<file path="src/rtl/tcp_pkg.sv">
// tcp_pkg: TCP header constants, parser state encoding and the segment descriptor shared with tcp_server
package tcp_pkg;

    localparam int TCP_HDR_MIN_LEN = 20;

    localparam int FIN = 0;
    localparam int SYN = 1;
    localparam int RST = 2;
    localparam int PSH = 3;
    localparam int ACK = 4;
    localparam int URG = 5;
    localparam int ECE = 6;
    localparam int CWR = 7;

    typedef enum logic [2:0] {
        ST_HDR,
        ST_OPT,
        ST_PAY,
        ST_ERRD,
        ST_DROP,
        ST_DESC
    } rx_state_t;

    typedef struct packed {
        logic [15:0] src_port;
        logic [15:0] dst_port;
        logic [31:0] seq;
        logic [31:0] ack;
        logic [7:0]  flags;
        logic [15:0] window;
        logic [15:0] pl_len;
        logic        err;
    } tcp_seg_desc_t;

endpackage

</file>
<file path="src/rtl/tcp_rx_parser.sv">
// tcp_rx_parser: splits one TCP segment per packet into a header descriptor and a zero-latency payload stream
module tcp_rx_parser
    import tcp_pkg::*;
#(
    parameter logic [15:0] LOCAL_PORT = 16'd80
) (
    input  logic        clk,
    input  logic        rst,
    input  logic [7:0]  s_data,
    input  logic        s_valid,
    input  logic        s_last,
    output logic        s_ready,
    output logic [7:0]  m_pl_data,
    output logic        m_pl_valid,
    output logic        m_pl_last,
    input  logic        m_pl_ready,
    output logic        desc_valid,
    input  logic        desc_ready,
    output logic [15:0] desc_src_port,
    output logic [15:0] desc_dst_port,
    output logic [31:0] desc_seq,
    output logic [31:0] desc_ack,
    output logic [7:0]  desc_flags,
    output logic [15:0] desc_window,
    output logic [15:0] desc_pl_len,
    output logic        desc_err
);

    localparam logic [5:0] LAST_HDR = 6'(TCP_HDR_MIN_LEN - 1);

    rx_state_t     state, state_n;
    tcp_seg_desc_t d;
    logic [3:0]    doff;
    logic [5:0]    cnt;
    logic [5:0]    opt_end;
    logic          beat;
    logic          restart;

    assign beat    = s_valid && s_ready;
    assign opt_end = {doff, 2'b00} - 6'd1;
    // Any return to HDR starts a fresh segment, so the capture registers are wiped there
    assign restart = state_n == ST_HDR && (state != ST_HDR || (beat && s_last));

    assign s_ready    = !rst && (state == ST_PAY ? m_pl_ready : state != ST_DESC);
    assign m_pl_data  = s_data;
    assign m_pl_valid = !rst && state == ST_PAY && s_valid;
    assign m_pl_last  = m_pl_valid && s_last;

    assign desc_valid    = state == ST_DESC;
    assign desc_src_port = d.src_port;
    assign desc_dst_port = d.dst_port;
    assign desc_seq      = d.seq;
    assign desc_ack      = d.ack;
    assign desc_flags    = d.flags;
    assign desc_window   = d.window;
    assign desc_pl_len   = d.pl_len;
    assign desc_err      = d.err;

    always_comb begin
        state_n = state;
        case (state)
            ST_HDR:
                if (beat && cnt == LAST_HDR)
                    state_n = doff < 4'd5                ? (s_last ? ST_DESC : ST_ERRD)
                            : d.dst_port != LOCAL_PORT   ? (s_last ? ST_HDR : ST_DROP)
                            : s_last                     ? ST_DESC
                            : doff > 4'd5                ? ST_OPT : ST_PAY;
                else if (beat && s_last)
                    state_n = ST_DESC;
            ST_OPT:
                if (beat) state_n = s_last ? ST_DESC : cnt == opt_end ? ST_PAY : ST_OPT;
            ST_PAY, ST_ERRD:
                if (beat && s_last) state_n = ST_DESC;
            ST_DROP:
                if (beat && s_last) state_n = ST_HDR;
            ST_DESC:
                if (desc_ready) state_n = ST_HDR;
            default:
                state_n = ST_HDR;
        endcase
    end

    always_ff @(posedge clk) begin
        state <= rst ? ST_HDR : state_n;
        if (rst || restart) begin
            d    <= '0;
            doff <= '0;
            cnt  <= '0;
        end else if (beat) begin
            if (state == ST_HDR || state == ST_OPT) cnt <= cnt + 6'd1;
            if (state == ST_HDR) begin
                case (cnt)
                    6'd0:    d.src_port[15:8] <= s_data;
                    6'd1:    d.src_port[7:0]  <= s_data;
                    6'd2:    d.dst_port[15:8] <= s_data;
                    6'd3:    d.dst_port[7:0]  <= s_data;
                    6'd4:    d.seq[31:24]     <= s_data;
                    6'd5:    d.seq[23:16]     <= s_data;
                    6'd6:    d.seq[15:8]      <= s_data;
                    6'd7:    d.seq[7:0]       <= s_data;
                    6'd8:    d.ack[31:24]     <= s_data;
                    6'd9:    d.ack[23:16]     <= s_data;
                    6'd10:   d.ack[15:8]      <= s_data;
                    6'd11:   d.ack[7:0]       <= s_data;
                    6'd12:   doff             <= s_data[7:4];
                    6'd13:   d.flags          <= s_data;
                    6'd14:   d.window[15:8]   <= s_data;
                    6'd15:   d.window[7:0]    <= s_data;
                    default: ;
                endcase
                // Runt, bad offset, or a header that ends before its options
                if (s_last ? (cnt != LAST_HDR || doff != 4'd5) : (cnt == LAST_HDR && doff < 4'd5))
                    d.err <= 1'b1;
            end
            if (state == ST_OPT && s_last && cnt != opt_end) d.err <= 1'b1;
            if (state == ST_PAY && d.pl_len != 16'hFFFF) d.pl_len <= d.pl_len + 16'd1;
        end
    end

endmodule

</file>
<file path="config.mk">
export PLATFORM = sky130hd
export DESIGN_NAME = tcp_rx_parser
export DESIGN_NICKNAME = d
export VERILOG_FILES = /design/src/rtl/tcp_pkg.sv /design/src/rtl/tcp_rx_parser.sv
export SDC_FILE = /design/constraint.sdc
export NUM_CORES = 1
export LEC_CHECK = 0
export ABC_AREA = 0
export CAP_MARGIN = 20
export CORE_AREA = 10 10 122 124
export DETAILED_ROUTE_END_ITERATION = 10
export DIE_AREA = 0 0 132 134
export MAX_ROUTING_LAYER = met4
export PLACE_DENSITY = 0.95
export SYNTH_ARGS = -nofsm -noshare
export SYNTH_HDL_FRONTEND = slang
export SYNTH_SLANG_ARGS = --single-unit
</file>
<file path="constraint.sdc">
create_clock -name clk -period 4.3 [get_ports clk]
set_clock_uncertainty 0.2 [all_clocks]
set_input_delay 0.86 -clock clk [delete_from_list [all_inputs] [get_ports clk]]
set_output_delay 0.86 -clock clk [all_outputs]
set_load 0.05 [all_outputs]
</file>
Yosys cells after proc, flatten, opt, wreduce, memory -nomap -nowiden. Index checks and enable logic that the tools add are counted.

Input bits: 14. Latch bits: 0. Memories: 0. Flip-flop bits (word level): 150. Memory bits (read-only): 0. Memory bits (writable): 0. Word-level logic and storage cells: 115.

Muxes and demuxes: 19. Reduce and logical (&&, ||, !) cells: 43. Eq/ne operators: 28. Shift operators: 0. $lt $le $gt $ge: 2. $mul: 0. Div/mod/pow operators: 0. Bitwise operators: 0. Add/subtract/negate cells: 3.

Operators with widths (count): $reduce_and 3->1 (17); $eq 6x4->1 const B (8); $mux 3 (11); $eq 6x3->1 const B (4); $add 16x1->16 const B (1); $ne 16x16->1 const B (1); $ne 16x7->1 const B (1); $pmux 3 s5 (1); $eq 6x2->1 const B (2); $logic_and 1x1->1 (12); $add 6x1->6 const B (1); $eq 3x2->1 const B (2); $eq 3x3->1 const B (2); $eq 6x1->1 const B (1); $eq 6x5->1 const B (1); $eq 6x6->1 (1); $logic_not 3->1 (2); $logic_not 6->1 (1); $ne 6x5->1 const B (1); $ne 6x6->1 (1); $sub 6x1->6 const B (1); $mux 1 (5); $gt 4x3->1 const B (1); $logic_or 1x1->1 (4); 10 further kinds (13).

Depth between registers and ports, before layout. Gate-level depths: netlist of the first run.

Word-level depth: 11. Depth in mapped cells: 9. Mapped depth without buffers: 7.

Worst setup path after synthesis of the first run. OpenSTA, ideal clock, no wires.

Kind: input -> output. From: input port rst. To: output port m_pl_last. Data arrival time: 3.031 ns. Path buffers: 1. Stages on the path: 4. Slack: 0.209 ns. Path through: or3b_1 buf_2 nor3_1 and2_1.

Cells in the longest elaborated chain, start to end: 4.

Ends and longest elaborated chain: start, declared (line tcp_rx_parser.sv:8) `input logic rst,`; $logic_not 1->1 (line tcp_rx_parser.sv:46) `assign m_pl_valid = !rst && state == ST_PAY && s_valid;`; $logic_and 1x1->1 (2 in series) (line tcp_rx_parser.sv:46); net m_pl_valid (line tcp_rx_parser.sv:14) `output logic m_pl_valid,`; $logic_and 1x1->1 (line tcp_rx_parser.sv:47) `assign m_pl_last = m_pl_valid && s_last;`; end, declared (line tcp_rx_parser.sv:15) `output logic m_pl_last,`.

The timed path passes the listed nets, and every way through them passes these cells.

Final worst setup path of the first run.
From: input port rst. To: output port m_pl_last.

Cells in the longest elaborated chain, start to end: 4.

Ends and longest elaborated chain (line): $logic_not 1->1 (tcp_rx_parser.sv:46); $logic_and 1x1->1 (2 in series) (tcp_rx_parser.sv:46); $logic_and 1x1->1 (tcp_rx_parser.sv:47).

No other way between the ends.

==> impl_results.md, run 1 <==
* Crit end category: primary output
* Detailed Place HPWL at roughly 13 mm
* Via/cell ratio at about 5.7
* Core Region at 12500 um^2
* DRC at 0
* Port Buf Inserts at about 160
* EDFF count, synth at 0
* Largest net degree at the start of global routing at between 100 and 150
* Setup TNS at 0 ns
* Initial antenna violation count at 0
* Worst-path clk slew at 0.06 ns
* Crit path buf inv count at 2
* Final nets at 813
* Hold Path End: desc_pl_len[13]$_SDFFE_PP0P_
* Total Power at between 3 and 4 mW
* Min cycle time layout at roughly 3.7 ns
* Clock root cell: clkbuf_16
* VDD IR-drop max at roughly 350 uV
* Final RePlAce weighted congestion at roughly 0.85
* Sequential fraction of the synthesis area at 0.463
* Clock Latency Late Sink at roughly 0.41 ns
* Wirelength per Cell at 19.9 um
* Reg2reg start: cnt[0]$_SDFFE_PP0P_
* Critical path's largest stage delay at ~0.59 ns
* TritonCTS clock tree: yes
* Hold path start: desc_pl_len[13]$_SDFFE_PP0P_
* Reg2reg setup slack at roughly 1.2 ns
* Worst Path Arrival at ~2.6 ns
* Final Hold Violating Endpoints at 0
* 1st-pass router iterations at 5
* Area of the multi-input gates at roughly 3200 um^2
* Die ar. at around 18000 um^2
* Hold Buf Count CTS at 0
* Worst Reg-to-Reg Cells at 7
* Syn_area_per_cell at around 10 um^2
* RSZ-0062 raised after global routing: no
* Yosys top cell area share at 0.463
* I/O pin total at 163
* Commonest non-fill, non-tap cells in the layout: 160 x clkdlybuf4s50_1, 150 x dfxtp_1, 145 x a21oi_1
* Final WL at between 15 and 20 mm
* Post-Syn Area at about 6500 um^2
* Worst Hold Path Cells at 2
* Fillers at around 850
* Inst Count DP at 944
* Prevailing post-synth register cell: dfxtp_1
* PwrDens at 366 nW/um^2
* Setup Buffers After CTS at 0
* Number of DRC markers in iteration 0 at roughly 470
* Crit start category: input port
* Mapped Nets at 673
* Critical R2R Capture: desc_ack[26]$_SDFFE_PP0P_
* CTS sink cnt at 150
* Top cells by area, synth: dfxtp_1 46%, mux2i_1 19%, a21oi_1 11%
* Syn Inst Count at between 600 and 700
* Post-synth top area cell: dfxtp_1
* Total CTS buffers at 17
* Max Slew Vio Count at 0
* ANT nets after route at 0
* Fmax at 0.272 GHz
* CP Cell Sequence: clkdlybuf4s50_1, or3b_1, nor3_1, and2_1, buf_12
* Warnings from Yosys at 0
* Yosys reg bits at 150
* Clock buffer depth at 2
* Status: completed
* Pleak at about 3.9 nW
* Die Ht at roughly 130 um
* Post_cts resized at 0
* GRT Resource Usage Total at 0.218
* Fin crit share at 0.854
* H-Tree Depth at 4
* P&R area growth vs syn at 36.4%
* GR Overflow Total at 0
* Largest delay contributor family on the critical path: simple AND/OR/NAND/NOR gates
* Commonest non-fill, non-tap cell in the layout: clkdlybuf4s50_1
* Slew HR at 0.518
* FP Rows at 41
* Setup-failing EPs final at 0
* Largest fanout on the critical path at 8
* Layout cells sized above 1 at 0.0772
* Register Area at around 3000 um^2
* Via count at roughly 5600
* CP max stage cell: clkdlybuf4s50_1
* Slew @ Worst Pin at between 0.7 and 0.8 ns
* Antenna cells at 0
* Finished Layout Cells at around 980
* Critical path class: input port to primary output
* Worst hold path class: register to register
* Max-Cap Viols at 0
* Vias in the first global route at 5529
* Distinct cells, synth at 51
* Synth async-reset ratio at 0
* WP data required at ~3.2 ns
* Initial core utilization at 0.520
* First-pass GRT wire length at 30.4 mm
* Chip Width at 132 um
* Critical path depth at 5
[synth_stat cells, types with 2 or more instances]
library cell / count
dfxtp_1: 150
a21oi_1: 146
mux2i_1: 126
buf_2: 33
nand2_1: 27
xnor2_1: 17
clkbuf_1: 16
nand3_1: 12
inv_1: 10
nor2_1: 9
buf_4: 8
a211oi_1: 7
ha_1: 7
nand4_1: 6
a22oi_1: 5
nor3_1: 5
nor4_1: 5
or3_1: 5
nand2_4: 4
o21ai_0: 4
xor2_1: 4
nor2b_1: 3
nor4_2: 3
nor4b_1: 3
o31ai_1: 3
or4b_1: 3
a21o_1: 2
and3_1: 2
and3b_1: 2
nor3_2: 2
nor4b_4: 2
o2111ai_1: 2
[routing by layer]
| metal | vias to the layer above | routed length (um) | share of wire | global-route usage |
|---|---|---|---|---|
| li1 | 2618 | - | - | - |
| met1 | 2705 | 7860 | 0.41 | 0.243 |
| met2 | 216 | 9470 | 0.49 | 0.352 |
| met3 | 37 | 1500 | 0.077 | 0.0799 |
| met4 | 0 | 531 | 0.027 | 0.0865 |
| met5 | - | 0 | 0 | - |
[power by group]
part | switching (mW) | internal, mW | leakage (nW)
Clock | 0.546 | 0.963 | 0.283
Combinational | 0.216 | 0.0950 | 2.40
Sequential | 0.0147 | 1.40 | 1.21
[sequential cells by signal, summed over array words and instances, names as in the netlist]
name / count
desc_ack: 32
desc_src_port: 16
cnt: 6
desc_window: 16
desc_dst_port: 16
doff: 4
state: 3
desc_pl_len: 16
desc_flags: 8
desc_seq: 32
desc_err: 1
[worst max path at each step]
stage                     start                       endpoint  slack (ns)
after floorplan             rst                      m_pl_last        0.21
after global placement      rst  desc_dst_port[1]$_SDFFE_PP0P_        0.49
after detailed placement    rst      desc_ack[14]$_SDFFE_PP0P_        0.42
after CTS                   rst                      m_pl_last        0.63
after global routing        rst                      m_pl_last        0.58
final                       rst                      m_pl_last        0.63
[cell type report]
cell class,count,area share
Clock inverter,9,0.0174
Inverter,10,0.00424
Sequential cell,150,0.339
Tap cell,172,0.0243
Clock buffer,21,0.0498
Timing Repair Buffer,179,0.206
Multi-Input combinational cell,434,0.359
[cell families (layout without fill, tap and decap cells)]
family	after synthesis	count (layout)	share of synthesized area
DFF	150	150	0.463
AOI/OAI and AO/OA	176	176	0.147
muxes	126	126	0.194
and+or+nand+nor	104	104	0.104
buffers and inverters	68	219	0.0503
adders and majority gates	7	7	0.0135
xor gates and xnor gates	21	21	0.0284
[per-stage QoR]
step / setup slack, ns / cell area, um^2 / utilization / hold WS (ns)
2_1_floorplan: 0.209 / 6490 / - / 0.314
3_3_place_gp: 0.488 / 8230 / 0.660 / 0.301
3_5_place_dp: 0.419 / 8230 / 0.660 / 0.312
4_1_cts: 0.628 / 8830 / 0.708 / 0.316
5_1_grt: 0.585 / 8850 / 0.710 / 0.348
6_report: 0.627 / 8850 / 0.710 / 0.323
[worst register-to-register path: cells and delay by family (launching register included)]
family	cells	cell delay, ns
flip-flops	1	0.41
AO/OA/AOI/OAI	3	1.01
buffers and inverters	1	0.45
AND/OR/NAND/NOR	2	0.52
adder cells (fa/ha/maj)	1	0.41
No activity file was read; power rests on OpenSTA's default activity.
==> run 2: changes to the inputs <==
- CELL_PAD_IN_SITES_DETAIL_PLACEMENT: not set -> 1
- CELL_PAD_IN_SITES_GLOBAL_PLACEMENT: not set -> 2
- CORE_AREA: 10 10 122 124 -> 10 10 154 156
- DIE_AREA: 0 0 132 134 -> 0 0 164 166
- PLACE_DENSITY: 0.95 -> 0.94
==> run 2 against run 1 <==
Against the previous run: sequential power barely moved; fmax fell by 0.38%; setup slack got worse by 0.014 ns; sequential share of layout area fell by 0.27 points; core utilization fell by 28 points; first-iteration DRC count fell by 46%; cell count rose by 11%; count of clock-buffer cells in the layout rose by 1; sequential cell count did not move; design area rose by 0.79%; highest routed layer unchanged.
==> impl_results.md, run 2 (synthesis results as in run 1) <==
* Detailed Place HPWL at roughly 15 mm
* Via/cell ratio at between 5 and 6
* CTS sink cnt at 150
* ANT nets after route at 0
* Slew @ Worst Pin at between 0.8 and 0.9 ns
* RSZ-0062 raised after global routing: no
* Total CTS buffers at 17
* Min cycle time layout at 3.69 ns
* Crit start category: input port
* Min Hold Slack at ~0.32 ns
* GRT Resource Usage Total at 0.161
* I/O pin total at 163
* Design area at roughly 8900 um^2
* Core Region at 20700 um^2
* Number of DRC markers in iteration 0 at ~250
* First-pass GRT wire length at 33.8 mm
* TritonCTS clock tree: yes
* DRC at 0
* Worst-path clk slew at about 0.070 ns
* FP Rows at 53
* PwrDens at 355 nW/um^2
* Clock buffer depth at 2
* 1st-pass router iterations at 4
* Slew HR at 0.453
* Crit end category: primary output
* Post_cts resized at 0
* Final Hold Violating Endpoints at 0
* Worst hold path class: register to register
* Commonest non-fill, non-tap cells in the layout: 157 x clkdlybuf4s50_1, 150 x dfxtp_1, 145 x a21oi_1
* VDD IR-drop max at roughly 260 uV
* Clock root cell: clkbuf_16
* Port Buf Inserts at roughly 160
* Initial antenna violation count at 0
* Max Slew Vio Count at 0
* Max-Cap Viols at 0
* Final RePlAce weighted congestion at 0.784
* Fmax at 0.271 GHz
* Placement Setup Slack at 0.590 ns
* H-Tree Depth at 4
* P&R area growth vs syn at 37.4%
* Chip Width at 164 um
* Final nets at 812
* Final WL at 21.5 mm
* GR Overflow Total at 0
* WP data required at between 3 and 4 ns
* Setup TNS at 0 ns
* Fin crit share at 0.857
* Layout cells sized above 1 at 0.0833
* Post-DP Area at 8350 um^2
* Vias in the first global route at 5644
* Pleak at 3.87 nW
* Status: completed
* Setup WS post-layout at between 0.6 and 0.7 ns
* Initial core utilization at 0.314
* Clock Latency Late Sink at approximately 0.42 ns
* Via count at roughly 5400
* Antenna cells at 0
* Die Ht at 166 um
* Hold Buf Count CTS at 0
* Setup-failing EPs final at 0
* Largest net degree at the start of global routing at 106
* Critical path class: input port to primary output
* Die ar. at 27200 um^2
* Largest fanout on the critical path at 8
* Commonest non-fill, non-tap cell in the layout: clkdlybuf4s50_1
* Total Power at approximately 3.2 mW
* Worst Path Arrival at between 2 and 3 ns
* Wirelength per Cell at 19.9 um
* Setup Buffers After CTS at 0
==> run 2: cell count changes in the layout (fill, tap and decap cells not counted), sizes merged <==
cell and delta:
bufinv -3, buf +2, inv +1, clkinvlp +3
clkbuf +1, clkdlybuf4s50 -3
==> run 2: area by class of cell <==
class | count | area, um^2
fill | 2320 | 11800
timing repair buffer | 178 | 1790
sequential | 150 | 3000
inverter | 10 | 37.5
tap | 275 | 344
clock inverter | 10 | 98.8
clock buffer | 22 | 464
multi-input combinational | 434 | 3180
==> run 2: worst max-delay path: stages <==
cell	delay [ns]
clkdlybuf4s50_1	0.58
or3b_1	0.44
nor3_1	0.36
and2_1	0.24
buf_12	0.14
==> run 2: per-stage QoR <==
| stage | instances | util |
|---|---|---|
| after global placement | 1047 | 0.404 |
| after detailed placement | 1047 | 0.404 |
| after global routing | 1079 | 0.431 |
| after floorplan | 652 | - |
| after CTS | 1079 | 0.431 |
| final | 1079 | 0.431 |
==> run 2: where the power goes <==
group	switching [mW]	internal (mW)	total, mW
Clock	0.604	0.829	1.43
Combinational	0.225	0.0906	0.315
Sequential	0.0156	1.40	1.42
Total	0.844	2.32	3.17
==> run 2: layer usage <==
layer | track usage | up-vias | share of wire | wire length, um
met1 | 0.183 | 2663 | 0.43 | 9160
met4 | 0.0315 | 0 | 0.0063 | 135
met2 | 0.252 | 122 | 0.47 | 10100
li1 | - | 2619 | - | -
met5 | - | - | 0 | 0
met3 | 0.0791 | 12 | 0.097 | 2090
==> run 2: worst paths after layout <==
check	start	end	slack (ns)	depth (start not counted)
setup reg to reg	cnt[0]$_SDFFE_PP0P_	desc_dst_port[11]$_SDFFE_PP0P_	1.18	7
setup / recovery	rst	m_pl_last	0.61	5
hold / removal	desc_pl_len[13]$_SDFFE_PP0P_	desc_pl_len[13]$_SDFFE_PP0P_	0.32	2
hold reg to reg	desc_pl_len[13]$_SDFFE_PP0P_	desc_pl_len[13]$_SDFFE_PP0P_	0.32	2
